$ cat config.mk
export PLATFORM = sky130hd
export DESIGN_NAME = regfile_mp
export DESIGN_NICKNAME = d
export VERILOG_FILES = /design/src/rtl/regfile_mp.sv
export SDC_FILE = /design/constraint.sdc
export NUM_CORES = 2
export LEC_CHECK = 0
export ABC_AREA = 0
export CORE_ASPECT_RATIO = 1.1
export CORE_MARGIN = 4
export CORE_UTILIZATION = 40
export DETAILED_ROUTE_END_ITERATION = 10
export PLACE_DENSITY_LB_ADDON = 0.25
export RECOVER_POWER = 25
export SYNTH_ARGS = -nofsm -noshare
export SYNTH_HDL_FRONTEND = slang
export SYNTH_SLANG_ARGS = --single-unit
$ cat constraint.sdc
create_clock -name clk -period 8.2 [get_ports clk]
set_clock_uncertainty 0.15 [all_clocks]
set_input_delay 1.64 -clock clk [delete_from_list [all_inputs] [get_ports clk]]
set_output_delay 1.64 -clock clk [all_outputs]
set_load 0.02 [all_outputs]
$ cat src/rtl/regfile_mp.sv
// regfile_mp: parametrised multi-port integer register file with write-through
// forwarding, hardwired-zero x0, a pending-write scoreboard and a sequential
// clear engine that zeroes one entry per cycle after reset.
//
// Ports:
//   clk, rst             clock, synchronous active-high reset
//   rs_addr/rs_valid     NUM_RD read ports (port i at [i*AW +: AW])
//   rs_data              combinational read data, NUM_RD*XLEN
//   rs_busy              per read port: source has a pending, unforwarded write
//   wr_en/wr_addr/wr_data NUM_WR write ports; highest index wins on collisions
//   iss_en/iss_rd        issue: mark iss_rd pending in the scoreboard
//   ready                registered; high once the clear engine has finished
//   par_err              per read port stored-parity mismatch
//
// Optional feature: define REGFILE_PARITY_EN to store an even-parity bit per
// entry and flag mismatches on storage reads; otherwise par_err is tied to 0.

module regfile_mp #(
   parameter  int unsigned XLEN   = 32,
   parameter  int unsigned NREGS  = 32,
   parameter  int unsigned NUM_RD = 2,
   parameter  int unsigned NUM_WR = 1,
   localparam int unsigned AW     = $clog2(NREGS)
) (
   input  logic                   clk,
   input  logic                   rst,
   input  logic [NUM_RD*AW-1:0]   rs_addr,
   input  logic [NUM_RD-1:0]      rs_valid,
   output logic [NUM_RD*XLEN-1:0] rs_data,
   output logic [NUM_RD-1:0]      rs_busy,
   input  logic [NUM_WR-1:0]      wr_en,
   input  logic [NUM_WR*AW-1:0]   wr_addr,
   input  logic [NUM_WR*XLEN-1:0] wr_data,
   input  logic                   iss_en,
   input  logic [AW-1:0]          iss_rd,
   output logic                   ready,
   output logic [NUM_RD-1:0]      par_err
);

   typedef enum logic {CLEAR, READY} state_e;

   state_e            state_q, state_d;
   logic [AW-1:0]     clr_idx_q, clr_idx_d;
   logic              ready_q, ready_d;
   logic [NREGS-1:0]  busy_q, busy_d;
   logic [XLEN-1:0]   mem_q [NREGS];
   logic [XLEN-1:0]   mem_d [NREGS];
`ifdef REGFILE_PARITY_EN
   logic [NREGS-1:0]  par_q, par_d;
`endif

   // Next-state: clear engine walks the array; in READY apply writes then issue
   always_comb begin
      state_d   = state_q;
      clr_idx_d = clr_idx_q;
      ready_d   = ready_q;
      busy_d    = busy_q;
      mem_d     = mem_q;
`ifdef REGFILE_PARITY_EN
      par_d     = par_q;
`endif
      case (state_q)
         CLEAR: begin
            mem_d[clr_idx_q] = '0;
`ifdef REGFILE_PARITY_EN
            par_d[clr_idx_q] = 1'b0;
`endif
            clr_idx_d = clr_idx_q + AW'(1);
            if (clr_idx_q == AW'(NREGS - 1)) begin
               state_d = READY;
               ready_d = 1'b1;
            end
         end
         READY: begin
            // Ascending loop order lets the highest write port win
            for (int j = 0; j < NUM_WR; j++) begin
               if (wr_en[j] && (wr_addr[j*AW +: AW] != '0)) begin
                  mem_d[wr_addr[j*AW +: AW]]  = wr_data[j*XLEN +: XLEN];
                  busy_d[wr_addr[j*AW +: AW]] = 1'b0;
`ifdef REGFILE_PARITY_EN
                  par_d[wr_addr[j*AW +: AW]]  = ^wr_data[j*XLEN +: XLEN];
`endif
               end
            end
            // Issue after writes: a new producer keeps the register busy
            if (iss_en && (iss_rd != '0)) begin
               busy_d[iss_rd] = 1'b1;
            end
         end
         default: state_d = CLEAR;
      endcase
      busy_d[0] = 1'b0;
   end

   // State registers; the data array is zeroed by the clear engine, not by rst
   always_ff @(posedge clk) begin
      if (rst) begin
         state_q   <= CLEAR;
         clr_idx_q <= '0;
         ready_q   <= 1'b0;
         busy_q    <= '0;
      end else begin
         state_q   <= state_d;
         clr_idx_q <= clr_idx_d;
         ready_q   <= ready_d;
         busy_q    <= busy_d;
         mem_q     <= mem_d;
`ifdef REGFILE_PARITY_EN
         par_q     <= par_d;
`endif
      end
   end

   assign ready = ready_q;

   logic [NUM_RD-1:0] perr_c;

   // Read ports with write-through forwarding and busy/parity qualification
   always_comb begin
      logic [AW-1:0]   ra;
      logic            hit;
      logic [XLEN-1:0] fwd;
      rs_data = '0;
      rs_busy = '0;
      perr_c  = '0;
      for (int i = 0; i < NUM_RD; i++) begin
         ra  = rs_addr[i*AW +: AW];
         hit = 1'b0;
         fwd = '0;
         for (int j = 0; j < NUM_WR; j++) begin
            if (wr_en[j] && (wr_addr[j*AW +: AW] == ra) && (ra != '0)) begin
               hit = 1'b1;
               fwd = wr_data[j*XLEN +: XLEN];
            end
         end
         if ((state_q == READY) && rs_valid[i] && (ra != '0)) begin
            rs_data[i*XLEN +: XLEN] = hit ? fwd : mem_q[ra];
            rs_busy[i]              = busy_q[ra] & ~hit;
`ifdef REGFILE_PARITY_EN
            perr_c[i]               = ~hit & (par_q[ra] ^ (^mem_q[ra]));
`endif
         end
      end
   end

`ifdef REGFILE_PARITY_EN
   assign par_err = perr_c;
`else
   assign par_err = '0;
`endif

endmodule

==> impl_metrics.tcl <==
set metrics [dict create \
    cts_sinks 1062 \
    tightest_slew_ns 3.12 \
    setup.worst_path.class "in -> out" \
    rows 149 \
    powerDensity_nw_per_um2 201 \
    final_cell_mix "nand2_1 (1161), o21ai_0 (1121), edfxtp_1 (1024)" \
    fin_crit_ns 7.78 \
    start_util 0.404 \
    synth_cell_types 57 \
    hold_buffers 0 \
    startpoint_type "primary input" \
    cts.clk_slew.worst_paths_ns 0.06 \
    max_stage_delay_ns 0.97 \
    grt_pass1_wl_mm 358 \
    firstDrtPassIters 6 \
    tritoncts "built" \
    p_total_mw 13.7 \
    die_area_um2 158000 \
    post-route-util 0.454 \
    grt_usage 0.311 \
    slew_headroom -1.08 \
    dp_hpwl_mm 159 \
    cpMaxStageDelayCell "or3_1" \
    crit_fanout 22 \
    clk-insertion-delay-late_ns 0.74 \
    r2r_slack_ns 3.27 \
    htreeDepth 3 \
    status "finished, violations left" \
    synthFlopType "edfxtp_1" \
    ir_drop_mv 0.174 \
    violations "capacitance limit, slew limit" \
    viasPerCell 6.85 \
    cts_setup_buffers 0 \
    via_count 50100 \
    setup_violations 0 \
    slew_violations 800 \
    wl_mm 255 \
    grt_antenna_before_repair 11 \
    yosysSeqAreaShare 0.518 \
    cts_resized 0 \
    drt-initial-drc-count 7634 \
    die_x_um 380 \
    synth_edf_count 1024 \
    hold_violations 0 \
    min_path_type "reg -> reg" \
    io_buffers 124 \
    synthCells 5335 \
    gp_congestion 0.997 \
    grt-ovfl-total 0 \
    avgSynthCellArea_um2 11.4 \
    final-instance-count-excl-fill 7311 \
    dpl.cell_count 7094 \
    yosysWarnings 0 \
    grt_max_degree 95 \
    maxCapViolations 24 \
    required_ns 6.41 \
    arrival_ns 5.99 \
    max_freq_ghz 0.128 \
    wl_per_cell_um 34.9 \
    area_growth_pct 12.3 \
    crit_chain "clkdlybuf4s50_1 -> xnor2_1 -> nand4_1 -> or3_1 -> buf_4 -> o21ai_0 -> a31oi_1 -> buf_4 -> clkdlybuf4s50_1" \
    p_leak_nw 24.5 \
    tns_ns 0 \
    root_buffer "clkbuf_16" \
    ant_nets 0 \
    die_y_um 417 \
    rsz0062_at_grt "false" \
    end_kind "output pin" \
    final_common_cell "nand2_1" \
    core_area_um2 151000 \
    timing.critical_path.max_delay_family "buffers and inverters" \
    synthArstFlopShare 0 \
    syn_area_um2 60900 \
    period_share 0.949 \
    layout-drive-gt1-share 0.182 \
    critPathBufInv 4 \
    drc 0 \
    cts_buffers 115 \
    num-nets-final 5311 \
    num_io_pins 127 \
    synth-seq-cells 1062 \
    clk_path_buf_depth 3 \
    first_global_vias 47500 \
]
final cells by class:
cell class / count / area [um2]
diodes: 10 / 25.0
multi-input cells: 3720 / 27700
flip-flops and latches: 1062 / 31500
inverters: 4 / 15.0
clock inverters: 60 / 616
fillers: 13900 / 82200
clock buffers: 147 / 3080
repair buffers: 345 / 2990
well taps: 1963 / 2460
sequential cells by signal, indices dropped and copies added (netlist names):
name and cells:
ready 1, busy_q 31, mem_q 1024, state_q 1, clr_idx_q 5
where the power goes:
group	leakage [nW]	total [mW]	switching, mW	internal, mW
sequential	10.4	6.59	0.234	6.36
combinational	12.3	1.81	1.11	0.705
clock	1.81	5.32	2.31	3.01
cell usage after synthesis, drive strengths merged, types with 19 or more instances:
cell type | instances | share of area
a211oi | 20 | 0.0025
a21oi | 110 | 0.0090
a22oi | 74 | 0.0091
a31oi | 60 | 0.0062
buf | 164 | 0.017
clkbuf | 386 | 0.024
dfxtp | 38 | 0.012
edfxtp | 1024 | 0.51
mux2 | 92 | 0.017
mux2i | 196 | 0.032
mux4 | 403 | 0.15
nand2 | 1173 | 0.072
nand3 | 34 | 0.0028
nor2 | 79 | 0.0049
nor2b | 36 | 0.0037
o211ai | 31 | 0.0038
o21ai | 1121 | 0.092
o221a | 19 | 0.0035
o221ai | 19 | 0.0027
o22ai | 82 | 0.0084
or3 | 26 | 0.0027
or4 | 26 | 0.0032
final timing paths:
kind                            cells after the start           to        from
worst max-delay path                                9  rs_data[47]  rs_addr[9]
worst min-delay path                                2    busy_q[6]   busy_q[6]
worst max register to register                      3  mem_q[1022]     state_q
worst min register to register                      2    busy_q[6]   busy_q[6]
worst register-to-register path, stage by stage (launching register included):
cell and delay [ns]:
dfxtp_4 0.53, buf_12 0.37, nor2_1 1.73, clkbuf_1 1.71
routing by layer:
metal | up-vias | wire length, um | global-route usage | part of all wire
met5 | - | 66 | 0 | 0.00026
met2 | 4072 | 109000 | 0.462 | 0.43
met4 | 2 | 16900 | 0.171 | 0.066
met3 | 811 | 36700 | 0.104 | 0.14
met1 | 25000 | 91900 | 0.402 | 0.36
li1 | 20200 | - | - | -
cells by family after synthesis:
family                     count (synthesis)  share of synthesized area
adders and majority gates                  5                    0.00103
muxes                                    691                      0.198
buffers and inverters                    554                     0.0411
xor gates and xnor gates                  13                    0.00187
other                                      1                  0.0000616
DFF                                     1062                      0.518
AOI/OAI and AO/OA                       1592                      0.146
and+or+nand+nor                         1417                     0.0944
through the flow:
step,cell area [um2],setup slack [ns],hold slack (ns)
3_5_place_dp,64800,0.762,0.328
2_1_floorplan,60900,3.03,0.310
3_3_place_gp,64800,0.832,0.323
6_report,68400,0.417,0.335
4_1_cts,68500,0.748,0.336
5_1_grt,68400,0.574,0.366
No activity file was read; power rests on OpenSTA's default activity.
